### src/rtl/legv8_ctrl_pkg.sv
// Shared definitions for the multi-cycle LEGv8 main control unit.
// Holds the FSM state encoding, the opcode-class encoding, the opcode
// constants that identify each supported instruction, and the datapath
// mux/ALU operation encodings driven by the controller.
package legv8_ctrl_pkg;

    // Controller states
    typedef enum logic [3:0] {
        RST    = 4'd0,
        FETCH  = 4'd1,
        DECODE = 4'd2,
        EXEC_R = 4'd3,
        ALU_WB = 4'd4,
        ADDR   = 4'd5,
        MEM_RD = 4'd6,
        MEM_WB = 4'd7,
        MEM_WR = 4'd8,
        BR_CBZ = 4'd9,
        BR_B   = 4'd10,
        TRAP   = 4'd11
    } state_e;

    // Instruction classes recognised by the decoder
    typedef enum logic [2:0] {
        CLS_R       = 3'd0,
        CLS_LDUR    = 3'd1,
        CLS_STUR    = 3'd2,
        CLS_CBZ     = 3'd3,
        CLS_B       = 3'd4,
        CLS_ILLEGAL = 3'd5
    } opc_class_e;

    // Opcode constants (Instruction[31:21]); B and CBZ match on a prefix only
    localparam logic [5:0]  OPC_B_PFX   = 6'b000101;
    localparam logic [7:0]  OPC_CBZ_PFX = 8'b10110100;
    localparam logic [10:0] OPC_LDUR    = 11'b11111000010;
    localparam logic [10:0] OPC_STUR    = 11'b11111000000;
    localparam logic [10:0] OPC_ADD     = 11'b10001011000;
    localparam logic [10:0] OPC_SUB     = 11'b11001011000;
    localparam logic [10:0] OPC_AND     = 11'b10001010000;
    localparam logic [10:0] OPC_ORR     = 11'b10101010000;

    // ALU_Op encodings consumed by the ALU control decoder
    localparam logic [1:0] ALU_OP_ADD    = 2'b00;
    localparam logic [1:0] ALU_OP_PASS_B = 2'b01;
    localparam logic [1:0] ALU_OP_RTYPE  = 2'b10;

    // ALU input A select
    localparam logic [1:0] SRCA_PC    = 2'b00;
    localparam logic [1:0] SRCA_REG   = 2'b01;
    localparam logic [1:0] SRCA_OLDPC = 2'b10;

    // ALU input B select
    localparam logic [1:0] SRCB_REG   = 2'b00;
    localparam logic [1:0] SRCB_FOUR  = 2'b01;
    localparam logic [1:0] SRCB_DOFF  = 2'b10;
    localparam logic [1:0] SRCB_BROFF = 2'b11;

endpackage

### src/rtl/legv8_opcode_class.sv
// Combinational opcode classifier.
// Ports:
//   opcode_field : Instruction[31:21] from the instruction register
//   opc_class    : decoded instruction class (B, CBZ, LDUR, STUR, R, ILLEGAL)
// B and CBZ are checked first because they are prefix matches and take
// priority over the full-width comparisons.
module legv8_opcode_class
    import legv8_ctrl_pkg::*;
(
    input  logic [10:0] opcode_field,
    output opc_class_e  opc_class
);

    // Prioritised opcode-to-class decode
    always_comb begin
        opc_class = CLS_ILLEGAL;
        if (opcode_field[10:5] == OPC_B_PFX) begin
            opc_class = CLS_B;
        end else if (opcode_field[10:3] == OPC_CBZ_PFX) begin
            opc_class = CLS_CBZ;
        end else begin
            case (opcode_field)
                OPC_LDUR: opc_class = CLS_LDUR;
                OPC_STUR: opc_class = CLS_STUR;
                OPC_ADD,
                OPC_SUB,
                OPC_AND,
                OPC_ORR:  opc_class = CLS_R;
                default:  opc_class = CLS_ILLEGAL;
            endcase
        end
    end

endmodule

### src/rtl/legv8_multicycle_control.sv
// Main control FSM for the multi-cycle LEGv8 datapath.
// Sequences fetch/decode/execute/memory/writeback, handshakes with a
// variable-latency memory through Mem_ready, and counts retired instructions.
// Ports:
//   clk, rst_n          : clock (rising edge), async active-low reset
//   Opcode_field        : Instruction[31:21] from the instruction register
//   Zero                : ALU zero flag (qualifies the CBZ PC write)
//   Mem_ready           : memory done, only looked at while a request is up
//   PCWrite .. PCSource : datapath enables, write strobes and mux selects
//   Illegal             : high while parked in TRAP (left only by reset)
//   Instr_Count         : retired-instruction counter, wraps modulo 2^RETIRE_W
// Outputs are a Moore decode of the state register so that an asserted
// rst_n drops every strobe immediately; only the FETCH/MEM_WR/CBZ strobes
// that are qualified by Mem_ready or Zero look at live inputs.
module legv8_multicycle_control
    import legv8_ctrl_pkg::*;
#(
    parameter int RETIRE_W = 32
) (
    input  logic                clk,
    input  logic                rst_n,
    input  logic [10:0]         Opcode_field,
    input  logic                Zero,
    input  logic                Mem_ready,
    output logic                PCWrite,
    output logic                IRWrite,
    output logic                IorD,
    output logic                MemRead,
    output logic                MemWrite,
    output logic                MemtoReg,
    output logic                RegWrite,
    output logic                Reg2Loc,
    output logic [1:0]          ALUSrcA,
    output logic [1:0]          ALUSrcB,
    output logic [1:0]          ALU_Op,
    output logic                PCSource,
    output logic                Illegal,
    output logic [RETIRE_W-1:0] Instr_Count
);

    localparam logic [RETIRE_W-1:0] CNT_ONE = {{(RETIRE_W-1){1'b0}}, 1'b1};

    state_e              state_q;
    state_e              state_d;
    logic [RETIRE_W-1:0] count_q;
    logic [RETIRE_W-1:0] count_d;
    logic                retire_s;
    opc_class_e          opc_class_s;

    legv8_opcode_class u_opcode_class (
        .opcode_field (Opcode_field),
        .opc_class    (opc_class_s)
    );

    // State and retire-counter registers
    always_ff @(posedge clk or negedge rst_n) begin
        if (!rst_n) begin
            state_q <= RST;
            count_q <= '0;
        end else begin
            state_q <= state_d;
            count_q <= count_d;
        end
    end

    // Next-state, retire pulse and Moore output decode
    always_comb begin
        state_d  = state_q;
        retire_s = 1'b0;
        PCWrite  = 1'b0;
        IRWrite  = 1'b0;
        IorD     = 1'b0;
        MemRead  = 1'b0;
        MemWrite = 1'b0;
        MemtoReg = 1'b0;
        RegWrite = 1'b0;
        ALUSrcA  = SRCA_PC;
        ALUSrcB  = SRCB_REG;
        ALU_Op   = ALU_OP_ADD;
        PCSource = 1'b0;
        Illegal  = 1'b0;

        case (state_q)
            RST: begin
                state_d = FETCH;
            end
            FETCH: begin
                MemRead = 1'b1;
                ALUSrcA = SRCA_PC;
                ALUSrcB = SRCB_FOUR;
                ALU_Op  = ALU_OP_ADD;
                // IR and PC+4 are committed on the same edge the memory completes
                IRWrite = Mem_ready;
                PCWrite = Mem_ready;
                if (Mem_ready) begin
                    state_d = DECODE;
                end else begin
                    state_d = FETCH;
                end
            end
            DECODE: begin
                // Speculatively form the branch target into ALUOut
                ALUSrcA = SRCA_OLDPC;
                ALUSrcB = SRCB_BROFF;
                ALU_Op  = ALU_OP_ADD;
                case (opc_class_s)
                    CLS_R:    state_d = EXEC_R;
                    CLS_LDUR: state_d = ADDR;
                    CLS_STUR: state_d = ADDR;
                    CLS_CBZ:  state_d = BR_CBZ;
                    CLS_B:    state_d = BR_B;
                    default:  state_d = TRAP;
                endcase
            end
            EXEC_R: begin
                ALUSrcA = SRCA_REG;
                ALUSrcB = SRCB_REG;
                ALU_Op  = ALU_OP_RTYPE;
                state_d = ALU_WB;
            end
            ALU_WB: begin
                RegWrite = 1'b1;
                MemtoReg = 1'b0;
                retire_s = 1'b1;
                state_d  = FETCH;
            end
            ADDR: begin
                ALUSrcA = SRCA_REG;
                ALUSrcB = SRCB_DOFF;
                ALU_Op  = ALU_OP_ADD;
                if (opc_class_s == CLS_STUR) begin
                    state_d = MEM_WR;
                end else begin
                    state_d = MEM_RD;
                end
            end
            MEM_RD: begin
                MemRead = 1'b1;
                IorD    = 1'b1;
                if (Mem_ready) begin
                    state_d = MEM_WB;
                end else begin
                    state_d = MEM_RD;
                end
            end
            MEM_WB: begin
                RegWrite = 1'b1;
                MemtoReg = 1'b1;
                retire_s = 1'b1;
                state_d  = FETCH;
            end
            MEM_WR: begin
                MemWrite = 1'b1;
                IorD     = 1'b1;
                if (Mem_ready) begin
                    retire_s = 1'b1;
                    state_d  = FETCH;
                end else begin
                    state_d  = MEM_WR;
                end
            end
            BR_CBZ: begin
                // Pass Rt through the ALU; Zero decides whether ALUOut loads PC
                ALUSrcA  = SRCA_REG;
                ALUSrcB  = SRCB_REG;
                ALU_Op   = ALU_OP_PASS_B;
                PCSource = 1'b1;
                PCWrite  = Zero;
                retire_s = 1'b1;
                state_d  = FETCH;
            end
            BR_B: begin
                PCWrite  = 1'b1;
                PCSource = 1'b1;
                retire_s = 1'b1;
                state_d  = FETCH;
            end
            TRAP: begin
                Illegal = 1'b1;
                state_d = TRAP;
            end
            default: begin
                state_d = RST;
            end
        endcase

        // CBZ and STUR read Rt on port 2; RST keeps every output low
        if ((state_q != RST) &&
            ((opc_class_s == CLS_STUR) || (opc_class_s == CLS_CBZ))) begin
            Reg2Loc = 1'b1;
        end else begin
            Reg2Loc = 1'b0;
        end

        if (retire_s) begin
            count_d = count_q + CNT_ONE;
        end else begin
            count_d = count_q;
        end
    end

    assign Instr_Count = count_q;

endmodule

### config.mk
export PLATFORM = sky130hd
export DESIGN_NAME = legv8_multicycle_control
export DESIGN_NICKNAME = d
export VERILOG_FILES = /design/src/rtl/legv8_ctrl_pkg.sv /design/src/rtl/legv8_opcode_class.sv /design/src/rtl/legv8_multicycle_control.sv
export SDC_FILE = /design/constraint.sdc
export NUM_CORES = 1
export LEC_CHECK = 0
export ABC_CLOCK_PERIOD_IN_PS = 1600
export CORE_MARGIN = 1
export CORE_UTILIZATION = 43
export CTS_CLUSTER_DIAMETER = 150
export DETAILED_ROUTE_END_ITERATION = 8
export PLACE_DENSITY = 0.8
export SLEW_MARGIN = 20
export SYNTH_ARGS = -nofsm -noshare
export SYNTH_HDL_FRONTEND = slang
export SYNTH_SLANG_ARGS = --single-unit
### constraint.sdc
create_clock -name clk -period 1.6 [get_ports clk]
set_input_delay 0.48 -clock clk [delete_from_list [all_inputs] [get_ports clk]]
set_output_delay 0.48 -clock clk [all_outputs]
set_load 0.01 [all_outputs]
Word-level counts from Yosys, hierarchy flattened

Cells that the tools add are included.

Logic and storage cells: 64
Memories: 0
Register bits after elaboration: 36
Output and inout bits: 48
Bits in latches: 0
Bits in read-only memories: 0
Memory bits (writable): 0
Input port bits: 15

Shift operators: 0
Div/mod/pow operators: 0
$add $sub $neg: 1
$lt $le $gt $ge: 0
$mul: 0
Equality and inequality tests: 23
Reductions and logical operators: 14
Bitwise operators: 0
Muxes and demuxes: 24

Operator list:

| cell                    | count |
|---|---|
| $eq A11 B11 Y1 const B  | 6 |
| $add A32 B1 Y32 const B | 1 |
| $pmux W4 S8             | 1 |
| $eq A4 B3 Y1 const B    | 4 |
| $eq A4 B4 Y1 const B    | 4 |
| $pmux W4 S4             | 1 |
| $mux W1                 | 11 |
| $reduce_or A2 Y1        | 5 |
| $pmux W3 S3             | 1 |
| $eq A4 B2 Y1 const B    | 2 |
| $eq A8 B8 Y1 const B    | 1 |
| $mux W4                 | 2 |
| $pmux W2 S2             | 2 |
| $reduce_or A4 Y1        | 2 |
| $eq A3 B2 Y1 const B    | 2 |
| $eq A6 B3 Y1 const B    | 1 |
| $mux W3                 | 2 |
| $pmux W2 S3             | 1 |
| $reduce_or A5 Y1        | 1 |
| $eq A4 B1 Y1 const B    | 1 |
| $logic_not A4 Y1        | 1 |
| $reduce_bool A4 Y1      | 1 |
| $eq A3 B1 Y1 const B    | 1 |
| $eq A3 B3 Y1 const B    | 1 |
| 7 further kinds         | 7 |

Logic depth before layout (Yosys ltp)

Depth in word-level cells: 9
Depth in mapped cells: 8
Mapped depth without buffers: 5

By module

From an unflattened synthesis, not the netlist that was laid out.

Cell total of the unflattened synthesis: 231
Area, all modules: 2158.3 µm²

Modules (own cells, without submodules):

| module                   | times used | cells each | area each (µm²) | sequential area each (µm²) |
|---|---|---|---|---|
| legv8_multicycle_control | 1          | 216        | 2053.2          | 900.9 |
| legv8_opcode_class       | 1          | 15         | 105.1           | 0.0 |

Worst setup path after synthesis

OpenSTA, ideal clock, no wires.

Kind: reg-to-reg
Start point: reg state_q[2]
End point: reg count_q[18], in the netlist Instr_Count[18]
Library setup time: 0.126 ns
Buffers on the path: 2
Period minus slack after synthesis: 1.818 ns
Cell stages (with the launch flop): 8
Arrival time: 1.692 ns
Path slack: -0.218 ns
Cells stage by stage: dfrtp_1 -> buf_6 -> nand2b_4 -> buf_6 -> o211ai_4 -> nand4_4 -> or4_4 -> xnor2_2

Cells in the longest elaborated chain, start to end: 3

Ends and longest elaborated chain:

| what                                         | line                           | RTL |
|---|---|---|
| from (decl)                                  | legv8_multicycle_control.sv:43 | `state_e state_q;` |
| from (signal assigned)                       | legv8_multicycle_control.sv:61 | `state_q <= state_d;` |
| $eq A4 B4 Y1 or $eq A4 B3 Y1 (tied branches) | legv8_multicycle_control.sv:83 | `case (state_q)` |
| $reduce_or A4 Y1 (no line)                   | --                             |  |
| $pmux W1 S2 *                                | legv8_multicycle_control.sv:83 |  |
| to (signal assigned)                         | legv8_multicycle_control.sv:62 | `count_q <= count_d;` |
| to (decl)                                    | legv8_multicycle_control.sv:45 | `logic [RETIRE_W-1:0] count_q;` |

Mark *: on every way between the ends. The rest lies on a longest branch, timed or not.
A chain may end at the register's enable or synchronous reset.

Final worst setup path

Start point: reg state_q[2]
End point: reg count_q[21], in the netlist Instr_Count[21]

The elaborated chain is that of the path after synthesis.

==> flow_summary_export.csv <==
group,metric,value,unit
synth,ys_ff_latch,36,
cts,clock-sinks,36,
timing,max_clock_freq,481,MHz
cts,clkSlewWorstSetupHoldPaths,0.09,ns
placement,io_buffers,62,
setup_path,cp.arrival,2.30,ns
floorplan,die_h,72.1,µm
setup_path,cp_common_cell,"buf_8",
timing,slew_headroom,71.0,%
setup_path,cp_cell_sequence,"nand2b_4 > buf_8 > o211ai_4 > buf_6 > nand4_4 > buf_8 > nor4_4 > xor2_1",
setup_path,rrSetupSlack,-0.48,ns
setup_path,path_delay_family,"simple AND/OR/NAND/NOR gates",
timing,finalHoldViolations,0,
job,maxCapViolations,0,
global_route,grt_pass1_wl,13200,µm
setup_path,worstSetupStartpointType,"flip-flop",
timing,worst_clock_skew,0.0207,ns
drt,vias,2756,
floorplan,row_count,25,
drt,drtIter0Drc,156,
timing,tns,-15.78,ns
global_route,grt_usage,34.0,%
power,vdd.ir_drop.worst,1.04,mV
drt,ant_nets,0,
floorplan,coreArea,0.00472,mm²
setup_path,r2r_end,"Instr_Count[21]",
finish,diodes,0,
synth,synth-edff-count,0,
setup_path,cp_slowest_cell,"dfrtp_1",
global_route,use_met2,60.0,%
placement,hpwl,4350,µm
drt,drc,0,
setup_path,slowest_delay,0.49,ns
global_route,grt_max_degree,37,
timing,worstMarginPinSlew,0.429,ns
global_route,grt-busiest-layer,"met2",
power,power_density,1370,mW/mm²
setup_path,reg2regPathDepth,8,
global_route,antenna_found_initial,0,
setup_path,cp.required,1.82,ns
floorplan,dieArea,0.00520,mm²
timing,setup_ws,-0.478,ns
cts,clock_latency,0.31,ns
finish,final_core_util,91.4,%
timing,maxSlewViolCount,0,
synth,syn_area_per_cell,9.78,µm²
min_path,hold_class,"reg2reg",
placement,place_congestion,0.847,
drt,first_pass_iters,4,
floorplan,start_util,44.7,%
drt,routedWlPerCell,23.9,µm
synth,ys_warn_count,0,
synth,netlist-cell-type-count,48,
cts,cts_tree,"yes",
synth,syn_nets,232,
setup_path,criticalPathCategory,"reg2reg",
drt,vias_per_cell,6.08,
setup_path,path_depth,8,
drt,wl,10800,µm
status,violations,"setup timing",
placement,dp.cells,407,
synth,synth_area,0.00211,mm²
global_route,grt_remaining_overflow,0,
placement,dpl_cell_area,0.00338,mm²
finish,layout.cells.non_filler,453,
finish,fin_nets,401,
cts,cts_buffer_depth,2,
timing,setup-violations-final,52,
setup_path,rr_startpoint,"state_q[2]",
global_route,first_global_vias,2656,
cts,htree_levels,2,
synth,yosysTopAreaCellShare,42.6,%
cts,cts-root-buf,"clkbuf_8",
synth,yosys-top-cells-area,"dfrtp_1, xor2_1, xnor2_1",
synth,synth-seq-area-share,42.6,%
finish,final_area,0.00432,mm²
setup_path,cp_max_fo,6,
timing,rsz0062_at_grt,"yes",
finish,drive_gt1_share,59.8,%
floorplan,die_x,72.1,µm
setup_path,crit_path_end_kind,"flip-flop",
setup_path,endpoint,"Instr_Count[21]",
placement,dp_slack,-1.04,ns
synth,async_flop_share,100,%
finish,syn2layout_area_growth,104,%
cts,cts_inserted_buffers,5,
synth,synth_ff_type,"dfrtp_1",
power,p_leak,2.16,nW
setup_path,cp-startpoint,"state_q[2]",
status,status,"finished, violations left",
synth,yosysTopAreaCell,"dfrtp_1",
floorplan,ioPinCount,63,
timing,post-route-min-period,2.08,ns
global_route,use_met1,36.6,%
timing,min_period_over_period,130,%
synth,synthCells,216,
setup_path,crit_buf_inv,3,
global_route,grt_use_met3,7.50,%
-- power by group --
part	switching (mW)	total, mW	internal, mW
Combinational	1.95	4.01	2.06
Clock	0.377	0.727	0.351
Sequential	0.149	1.18	1.03
Total	2.47	5.92	3.45
-- what timing repair did --
item                                    4_1_cts  5_1_grt
hold buffers                                  0        0
gates resized for setup                     240       58
endpoints found under the setup margin       83       62
gates cloned                                  1        2
buffers inserted                             25       15
pin swaps                                    48       35
-- cell type report --
class | count | area, µm²
Clock inverter | 1 | 7.51
Fill cell | 159 | 404
Clock buffer | 7 | 86.3
Sequential cell | 36 | 907
Tap cell | 67 | 83.8
Inverter | 5 | 21.3
Timing Repair Buffer | 171 | 1520
Multi-Input combinational cell | 166 | 1690
-- cells in the mapped netlist, types with 2 or more instances --
cell	number
nand4_4	2
and3_1	7
nor2b_1	3
and2_1	2
buf_2	3
nand4_1	6
xor2_1	16
nand2_1	15
a21oi_1	7
nand3_1	10
nor2_1	26
or3_1	2
nor4bb_1	2
dfrtp_1	36
o21ai_0	3
clkbuf_1	4
nand4b_1	2
xnor2_1	15
inv_1	5
nand2b_1	2
and4_1	3
nor3_1	13
buf_6	2
nor4_1	6
-- layer usage --
layer  up-vias  routed length (µm)
met4         0                 887
met5         -                   0
met1      1342                3680
li1       1113                   -
met2       213                5500
met3        88                 773
-- worst min path at each step --
stage                    start               to  slack (ns)  depth (start not counted)
2_1_floorplan            rst_n   Instr_Count[0]        0.18                          0
3_3_place_gp   Instr_Count[31]  Instr_Count[31]        0.46                          1
3_5_place_dp   Instr_Count[31]  Instr_Count[31]        0.47                          1
4_1_cts        Instr_Count[31]  Instr_Count[31]        0.47                          1
5_1_grt        Instr_Count[25]  Instr_Count[25]        0.50                          1
6_report       Instr_Count[25]  Instr_Count[25]        0.49                          1
-- cells in the final DEF, fill, tap and decap left out, drive strengths merged, types with 2 or more instances in the layout --
cell type and count:
nor2 26, a21oi 7, nand4 9, nor2b 3, dfrtp 36, nand3 10
or3 2, xor2 16, nand2 15, nand2b 4, nor4bb 2, o21ai 3
o211ai 2, inv 5, clkdlybuf4s15 8, nand4b 2, nor4 7, and2 2
clkdlybuf4s50 2, clkbuf 13, and3 7, and4 3, nor3 13, buf 131
dlygate4sd2 24, xnor2 16
-- kinds of logic (layout without fill, tap and decap cells) --
logic type,after synthesis,after routing,synth area share (%)
multiplexers,2,2,1.01
AO/OA/AOI/OAI,21,21,8.11
buffers and inverters,14,184,3.37
AND/OR/NAND/NOR,110,110,30.7
XOR/XNOR,32,32,13.6
adder cells (fa/ha/maj),1,1,0.592
flip-flops,36,36,42.6
-- registers in the layout (all words and copies together), names as in the netlist --
signal / cells
Instr_Count: 32
state_q: 4
-- per-stage QoR --
stage / hold slack [ns] / power (mW)
after floorplan: 0.184 / 2.40
after global placement: 0.457 / 3.63
after detailed placement: 0.465 / 3.69
after CTS: 0.474 / 4.97
after global routing: 0.501 / 6.12
final: 0.491 / 5.92
Power figures use the tool's default switching activity.
